### src/rtl/cpu_ctrl_fsm.sv
// Multicycle control unit of the RV32I core.
// Sequences FETCH/DECODE/EXECUTE/MEM_ACC/RFL_WRB and decodes datapath controls.
// Optional feature: define CPU_ILLEGAL_INSTR_TRAP_EN to trap unknown opcodes and
// unsupported R-type funct3 in DECODE with a sticky illegal_instr flag.

package pkg_cpu_typedefs;

   typedef enum logic [2:0] {
      FETCH   = 3'd0,
      DECODE  = 3'd1,
      EXECUTE = 3'd2,
      MEM_ACC = 3'd3,
      RFL_WRB = 3'd4
   } cpu_state_t;

   typedef enum logic [6:0] {
      R_TYPE = 7'b0110011,
      I_TYPE = 7'b0010011,
      LOAD   = 7'b0000011,
      S_TYPE = 7'b0100011,
      B_TYPE = 7'b1100011,
      J_TYPE = 7'b1101111,
      JALR   = 7'b1100111,
      LUI    = 7'b0110111,
      AUI_PC = 7'b0010111
   } cpu_opcode_t;

   typedef enum logic [2:0] {
      ALU_ADD = 3'b000,
      ALU_SUB = 3'b001,
      ALU_AND = 3'b010,
      ALU_OR  = 3'b011,
      ALU_SLT = 3'b101
   } alu_opcode_t;

endpackage

module cpu_ctrl_fsm
   import pkg_cpu_typedefs::*;
(
   input  logic       sys_clk,
   input  logic       sys_rst_n,
   input  logic [6:0] opcode,
   input  logic [2:0] funct3,
   input  logic       funct7_b5,
   input  logic       alu_zero,
   input  logic       mem_rdy,
   output logic [2:0] state,
   output logic       mem_req,
   output logic       mem_we,
   output logic       addr_src,
   output logic       ir_we,
   output logic       pc_we,
   output logic       rf_we,
   output logic [1:0] alu_src_a,
   output logic [1:0] alu_src_b,
   output logic [2:0] alu_op,
   output logic [1:0] result_src
`ifdef CPU_ILLEGAL_INSTR_TRAP_EN
   ,
   output logic       illegal_instr
`endif
);

   cpu_state_t state_q;
   cpu_state_t state_d;
   logic       br_taken;

   // ALU operation for R/I-type arithmetic; SUB only for R-type with bit 30 set
   function automatic alu_opcode_t alu_decode(input logic [6:0] op, input logic [2:0] f3,
                                              input logic f7);
      alu_opcode_t res;
      case (f3)
         3'b000:  res = (op == R_TYPE && f7) ? ALU_SUB : ALU_ADD;
         3'b111:  res = ALU_AND;
         3'b110:  res = ALU_OR;
         3'b010:  res = ALU_SLT;
         default: res = ALU_ADD;
      endcase
      return res;
   endfunction

`ifdef CPU_ILLEGAL_INSTR_TRAP_EN
   logic illegal_q;
   logic illegal_d;
   logic illegal_dec;

   // Flag opcodes outside the supported set and R-type funct3 the ALU cannot do
   always_comb begin
      illegal_dec = 1'b0;
      case (opcode)
         R_TYPE:  illegal_dec = !(funct3 == 3'b000 || funct3 == 3'b111 ||
                                  funct3 == 3'b110 || funct3 == 3'b010);
         I_TYPE, LOAD, S_TYPE, B_TYPE, J_TYPE, JALR, LUI, AUI_PC:
                  illegal_dec = 1'b0;
         default: illegal_dec = 1'b1;
      endcase
   end

   // Sticky illegal-instruction flag
   always_ff @(posedge sys_clk or negedge sys_rst_n) begin
      if (!sys_rst_n) illegal_q <= 1'b0;
      else            illegal_q <= illegal_d;
   end

   assign illegal_instr = illegal_q;
`endif

   // State register
   always_ff @(posedge sys_clk or negedge sys_rst_n) begin
      if (!sys_rst_n) state_q <= FETCH;
      else            state_q <= state_d;
   end

   assign state    = state_q;
   assign br_taken = (funct3 == 3'b000 && alu_zero) || (funct3 == 3'b001 && !alu_zero);

   // Next-state and datapath control decode
   always_comb begin
      state_d    = state_q;
      mem_req    = 1'b0;
      mem_we     = 1'b0;
      addr_src   = 1'b0;
      ir_we      = 1'b0;
      pc_we      = 1'b0;
      rf_we      = 1'b0;
      alu_src_a  = 2'b00;
      alu_src_b  = 2'b00;
      alu_op     = ALU_ADD;
      result_src = 2'b00;
`ifdef CPU_ILLEGAL_INSTR_TRAP_EN
      illegal_d  = illegal_q;
`endif
      case (state_q)
         FETCH: begin
            mem_req    = 1'b1;
            alu_src_b  = 2'b10;
            result_src = 2'b10;
            if (mem_rdy) begin
               ir_we   = 1'b1;
               pc_we   = 1'b1;
               state_d = DECODE;
            end
         end
         DECODE: begin
            alu_src_a = 2'b01;
            alu_src_b = 2'b01;
`ifdef CPU_ILLEGAL_INSTR_TRAP_EN
            if (illegal_q || illegal_dec) illegal_d = 1'b1;
            else                          state_d   = EXECUTE;
`else
            state_d = EXECUTE;
`endif
         end
         EXECUTE: begin
            case (opcode)
               R_TYPE, I_TYPE: begin
                  alu_src_a = 2'b10;
                  alu_src_b = (opcode == R_TYPE) ? 2'b00 : 2'b01;
                  alu_op    = alu_decode(opcode, funct3, funct7_b5);
                  state_d   = RFL_WRB;
               end
               LOAD, S_TYPE: begin
                  alu_src_a = 2'b10;
                  alu_src_b = 2'b01;
                  state_d   = MEM_ACC;
               end
               B_TYPE: begin
                  alu_src_a = 2'b10;
                  alu_op    = ALU_SUB;
                  pc_we     = br_taken;
                  state_d   = FETCH;
               end
               J_TYPE, JALR: begin
                  pc_we     = 1'b1;
                  alu_src_a = 2'b01;
                  alu_src_b = 2'b10;
                  state_d   = RFL_WRB;
               end
               LUI, AUI_PC: begin
                  alu_src_a = 2'b01;
                  alu_src_b = 2'b01;
                  state_d   = RFL_WRB;
               end
               default: state_d = FETCH;
            endcase
         end
         MEM_ACC: begin
            mem_req  = 1'b1;
            addr_src = 1'b1;
            mem_we   = (opcode == S_TYPE);
            if (mem_rdy) state_d = (opcode == LOAD) ? RFL_WRB : FETCH;
         end
         RFL_WRB: begin
            rf_we   = 1'b1;
            state_d = FETCH;
            if (opcode == LOAD) begin
               result_src = 2'b01;
            end else if (opcode == J_TYPE || opcode == JALR) begin
               result_src = 2'b00;
               if (opcode == JALR) begin
                  alu_src_a = 2'b10;
                  alu_src_b = 2'b01;
               end
            end else begin
               result_src = 2'b10;
            end
         end
         default: state_d = FETCH;
      endcase
      // No architectural write may escape while reset is held
      if (!sys_rst_n) begin
         ir_we  = 1'b0;
         pc_we  = 1'b0;
         rf_we  = 1'b0;
         mem_we = 1'b0;
      end
   end

endmodule

### config.mk
export PLATFORM = sky130hd
export DESIGN_NAME = cpu_ctrl_fsm
export DESIGN_NICKNAME = d
export VERILOG_FILES = /design/src/rtl/cpu_ctrl_fsm.sv
export SDC_FILE = /design/constraint.sdc
export NUM_CORES = 1
export LEC_CHECK = 0
export CORE_MARGIN = 2
export CORE_UTILIZATION = 25
export CTS_CLUSTER_DIAMETER = 80
export DETAILED_ROUTE_END_ITERATION = 16
export SKIP_CTS_REPAIR_TIMING = 1
export SKIP_LAST_GASP = 1
export SYNTH_ARGS = -nofsm -noshare
export SYNTH_HDL_FRONTEND = slang
export SYNTH_SLANG_ARGS = --single-unit
### constraint.sdc
create_clock -name sys_clk -period 1.6 [get_ports sys_clk]
set_input_delay 0.4 -clock sys_clk [delete_from_list [all_inputs] [get_ports sys_clk]]
set_output_delay 0.4 -clock sys_clk [all_outputs]
set_load 0.005 [all_outputs]
==> impl_metrics.py, run 1 <==
metrics = {
    "outcome": {
        "violations": "negative setup slack",
        "outcome": "finished, violations left",
    },
    "clocking": {
        "clkLatencyLatePin_ns": 0.26,
        "cts-root-buf": "clkbuf_4",
        "numCtsBuffers": 3,
        "cts.sinks": 3,
        "cts_tree": "built",
        "h-tree-depth": 1,
        "path_clk_slew_ns": 0.04,
        "cts_buffer_depth": 2,
    },
    "global_routing": {
        "grt_use_total_pct": 16.02,
        "grt_antenna_before_repair": 0,
        "grt-ovfl-total": 0,
        "grt_pass1_vias": 681,
        "grt_pass1_wl_um": 2973,
        "grt_max_degree": 11,
    },
    "power": {
        "leakage_nw": 0.6942,
        "fin_total_pwr_mw": 1.361,
        "p_per_area_nw_per_um2": 1064,
        "irDropWorstVdd_mv": 0.6462,
    },
    "layout": {
        "drive_gt1_share_pct": 63.83,
        "syn_to_final_growth_pct": 160.3,
        "nNetsFinal": 157,
        "fillers": 150,
        "num_antenna_cells": 0,
        "largest_reg_flops": 3,
    },
    "floorplanning": {
        "die_width_um": 48.35,
        "core-area_sq_um": 1902,
        "dieArea_sq_um": 2338,
        "num_rows": 16,
        "initial_utilization_pct": 25.86,
        "die_y_um": 48.35,
        "pin_count": 33,
    },
    "logic_synthesis": {
        "synthCells": 70,
        "synth_top_area_share_pct": 15.27,
        "synth_nets": 85,
        "syn_avg_cell_area_sq_um": 7.025,
        "yosysMostFrequentCell": "nor2_1",
        "synth_top_family_by_area": "simple AND/OR/NAND/NOR gates",
        "synth_xor_area_share_pct": 1.781,
        "yosys.area_share.adder_pct": 0,
        "synth_seq_cells": 3,
        "ys_seq_area_share_pct": 15.27,
        "synth_edf_count": 0,
        "yosys_warnings": 0,
        "synth_top_area_cell": "dfrtp_1",
        "synth_area_sq_um": 491.7,
        "synth_cell_type_count": 33,
        "yosys-top-cells-area": "dfrtp_1 (15%), nor3_1 (8.1%), nor2_1 (7.6%)",
        "ys.flop_type": "dfrtp_1",
        "synthMuxAreaShare_pct": 0,
        "postSynth.asyncResetShare_pct": 100.0,
        "synth-simple-area-share_pct": 56.23,
        "synth_commonest_cells": "nor2_1 (10), nand2_1 (9), nor3_1 (8), nand3_1 (4)",
        "synth-compound-area-share_pct": 20.87,
    },
    "critical_path": {
        "rr_startpoint": "state[0]",
        "cp_data_arrival_time_ns": 1.55,
        "critPathLaunch": "state[0]",
        "cp.required_ns": 1.20,
        "path_class": "flop to primary output",
        "start_kind": "flop",
        "critPathMaxFanout": 4,
        "endpoint_kind": "primary output",
    },
    "timing": {
        "setup_violations": 16,
        "finalHoldViolCount": 0,
        "slew_headroom_pct": 78.12,
        "finalCriticalPeriod_ns": 1.951,
        "rsz0062_at_grt": "true",
        "post-route-period-util_pct": 121.9,
        "hold_slack_ns": 0.1727,
        "setup_ws_ns": -0.3506,
        "tightestPinTransition_ns": 0.3282,
        "skew_ns": 0.01077,
        "slew_violations": 0,
        "fmaxAchievable_mhz": 512.7,
    },
    "drt": {
        "via_per_inst": 5.048,
        "final_antenna_net_count": 0,
        "drcViolationCount": 0,
        "wl_per_cell_um": 14.93,
        "dr.pass1.iters": 4,
        "drt_wl_total_um": 2508,
        "vias": 848,
        "drt_iter0_markers": 8,
    },
    "placed_design": {
        "place_hpwl_um": 1471,
        "io_buffers": 32,
        "routabilityCongestion": 0.7828,
    },
    "job": {
        "max-cap-violations": 0,
    },
    "min_path": {
        "hp-class": "input pin to asynchronous set/reset pin",
    },
}
==> path summary, 6_finish.rpt <==
check / slack, ns / end / depth (start not counted)
worst max-delay path: -0.35 / alu_src_a[1] / 7
worst min-delay path: 0.17 / state[0] / 2
worst max register to register: 0.25 / state[0] / 6
worst min register to register: 0.58 / state[1] / 2
max in group asynchronous: 1.31 / state[1] / 2
min in group sys_clk: 0.58 / state[1] / 2
==> through the flow <==
stage	setup TNS, ns	utilization, %	instances	setup slack [ns]	area, sq um
global route	-3.815	67.30	168	-0.4058	1280
floorplan	-0.01389	-	70	-0.01389	496.7
finish	-2.944	67.30	168	-0.3506	1280
CTS	-12.55	57.24	161	-1.046	1089
detailed placement	-12.10	55.86	157	-1.030	1062
global placement	-12.10	55.86	157	-1.027	1062
==> cells in the final DEF (no fill, tap or decap), types with 3 or more instances in the layout <==
cell type	instances
buf_4	30
buf_6	12
dlymetal6s2s_1	11
buf_2	10
nand2_1	7
nor2_1	7
clkbuf_2	4
nor3_4	3
nor3_2	3
clkbuf_4	3
clkdlybuf4s50_1	3
==> layer usage <==
| layer | track usage [%] | vias up | share of wire (%) |
|---|---|---|---|
| met5 | 0 | - | 0 |
| met2 | 27.78 | 43 | 54 |
| met3 | 4.012 | 10 | 6.2 |
| li1 | - | 397 | - |
| met1 | 19.19 | 398 | 37 |
| met4 | 5.714 | 0 | 2.7 |
==> cells by family (layout without fill, tap and decap cells) <==
kind of cell / count (synthesis) / in the layout
and+or+nand+nor: 48 / 48
AOI/OAI and AO/OA: 13 / 13
buffers and inverters: 5 / 76
DFF: 3 / 3
xor gates and xnor gates: 1 / 1
==> cell type report <==
cell class	instances	area, sq um	area share [%]
multi-input combinational	62	536.8	41.94
tap	27	33.78	2.639
inverter	2	7.507	0.5865
sequential	3	77.57	6.061
timing repair buffer	70	598.1	46.73
clock buffer	4	26.28	2.053
==> where the power goes <==
group          total (mW)  internal [mW]  switching [mW]
logic                1.05          0.600           0.453
clock network       0.147         0.0942          0.0528
registers           0.161          0.112          0.0490
total                1.36          0.807           0.554
==> worst max-delay path, cell delays in order (launching register included) <==
cell and delay, ns:
dfrtp_2 0.41, buf_6 0.13, buf_4 0.14, nor3_4 0.20, buf_4 0.15, nand2_1 0.06
nand2_1 0.08, clkbuf_2 0.11
No activity file was read; power rests on OpenSTA's default activity.
==> run 2: changes to the inputs <==
Settings changed: CORE_MARGIN 2 to default.
==> run 2 against run 1 <==
Against the previous run: the run still ends with negative setup slack left; worst hold slack improved by 0.0092 ns; worst setup slack got worse by 0.078 ns; global-route usage increased by 2.6 points; wire length increased by 12%; core utilization grew 9.4 points; largest cell class unchanged.
==> impl_metrics.py, run 2 (synthesized netlist as in run 1, its figures left out) <==
metrics = {
    "outcome": {
        "outcome": "finished, violations left",
        "violations": "negative setup slack",
    },
    "drt": {
        "vias": 906,
        "drcViolationCount": 0,
        "dr.pass1.iters": 4,
        "drt_wl_total_um": 2798,
        "drt_iter0_markers": 20,
        "via_per_inst": 5.207,
        "final_antenna_net_count": 0,
        "wl_per_cell_um": 16.08,
    },
    "clocking": {
        "cts_buffer_depth": 2,
        "numCtsBuffers": 3,
        "clkLatencyLatePin_ns": 0.23,
        "cts.sinks": 3,
        "cts-root-buf": "clkbuf_4",
        "cts_tree": "built",
        "h-tree-depth": 1,
        "path_clk_slew_ns": 0.04,
    },
    "min_path": {
        "hp-class": "input pin to asynchronous set/reset pin",
    },
    "floorplanning": {
        "die_width_um": 46.35,
        "num_rows": 15,
        "die_y_um": 46.35,
        "core-area_sq_um": 1783,
        "dieArea_sq_um": 2148,
        "pin_count": 33,
        "initial_utilization_pct": 27.58,
    },
    "layout": {
        "final_cell_mix": "buf_4 (31), buf_6 (19), dlymetal6s2s_1 (13)",
        "drive_gt1_share_pct": 63.09,
        "nNetsFinal": 165,
        "largest_reg_flops": 3,
        "final_common_cell": "buf_4",
        "fillers": 125,
        "fin_area_sq_um": 1368,
        "fin_cells": 174,
        "multi_input_area_sq_um": 526.8,
        "syn_to_final_growth_pct": 178.1,
        "regArea_sq_um": 76.32,
        "num_antenna_cells": 0,
    },
    "timing": {
        "skew_ns": 0.002189,
        "setup_violations": 15,
        "finalHoldViolCount": 0,
        "post-route-period-util_pct": 126.8,
        "fmaxAchievable_mhz": 493.0,
        "tightestPinTransition_ns": 0.3929,
        "slew_headroom_pct": 73.71,
        "rsz0062_at_grt": "true",
        "setup_ws_ns": -0.4285,
        "slew_violations": 0,
        "finalCriticalPeriod_ns": 2.028,
    },
    "placed_design": {
        "io_buffers": 32,
        "routabilityCongestion": 0.8656,
        "dp_cells": 155,
        "placed_area_sq_um": 1060,
        "place_hpwl_um": 1575,
    },
    "critical_path": {
        "rrSetupSlack_ns": 0.13,
        "cp_data_arrival_time_ns": 1.63,
        "endpoint_kind": "primary output",
        "start_kind": "input pin",
        "critPathMaxFanout": 3,
        "path_class": "input pin to primary output",
        "critPathLaunch": "opcode[3]",
        "rr_startpoint": "state[1]",
        "cp.required_ns": 1.20,
    },
    "global_routing": {
        "grt_pass1_vias": 726,
        "grt_max_degree": 11,
        "grt_pass1_wl_um": 2925,
        "grt_antenna_before_repair": 0,
        "grt_use_total_pct": 18.61,
        "grt-ovfl-total": 0,
    },
    "job": {
        "max-cap-violations": 0,
    },
    "power": {
        "irDropWorstVdd_mv": 0.6468,
        "swShare_pct": 39.26,
        "power_frac_clock_pct": 8.8,
        "p_int_mw": 0.9159,
        "power_frac_comb_pct": 81.2,
        "p_per_area_nw_per_um2": 1103,
        "switching_power_mw": 0.5921,
        "leakage_nw": 0.7814,
        "seqPwrFrac_pct": 10.0,
    },
}
[run 2: changes by cell type in the layout (fill, tap and decap cells not counted), sizes merged]
cell          change
dlymetal6s2s      +2
buf               +4
clkbuf            +2
[run 2: metal layers]
layer / routed length (um) / share of wire [%] / up-vias / track usage [%]
met5: 0 / 0 / - / 0
met4: 65 / 2.3 / 0 / 1.765
met3: 174 / 6.2 / 8 / 3.529
met2: 1539 / 55 / 43 / 33.06
met1: 1018 / 36 / 440 / 23.61
li1: - / - / 415 / -
[run 2: path summary, 6_finish.rpt]
kind,endpoint,cells after the start
worst max register to register,state[0],6
worst min register to register,state[1],2
worst max-delay path,alu_src_b[0],7
min in group sys_clk,state[1],2
worst min-delay path,state[2],2
max in group asynchronous,state[1],2
[run 2: area by class of cell]
type	instances	area share (%)
inverters	2	0.5489
flip-flops and latches	3	5.581
clock buffers	4	1.921
well taps	25	2.287
repair buffers	78	51.14
multi-input cells	62	38.52
[run 2: per-stage QoR]
step                setup slack (ns)  util [%]  total power, mW  hold slack [ns]  setup TNS, ns
global route                 -0.5049     76.70            1.596           0.1770         -4.400
CTS                           -1.002     60.91            1.170           0.5703         -12.37
floorplan                   -0.01389         -           0.4842           0.1044       -0.01389
detailed placement           -0.9992     59.44            1.033           0.5836         -12.20
global placement             -0.9733     59.44            1.020           0.5800         -11.71
finish                       -0.4285     76.70            1.508           0.1819         -3.495
[run 2: critical path: stages]
cell,delay [ns]
dlymetal6s2s_1,0.14
nand4bb_4,0.26
buf_4,0.17
nor3_2,0.18
a21oi_1,0.11
o211ai_1,0.21
dlymetal6s2s_1,0.16
[run 2: power groups by stage]
| stage | logic [mW] | registers, mW | clock network [mW] |
|---|---|---|---|
| after CTS | 0.888 | 0.147 | 0.135 |
| after detailed placement | 0.886 | 0.147 | 0 |
| after global placement | 0.874 | 0.145 | 0 |
| final | 1.22 | 0.151 | 0.133 |
| after floorplan | 0.358 | 0.126 | 0 |
| after global routing | 1.29 | 0.154 | 0.150 |
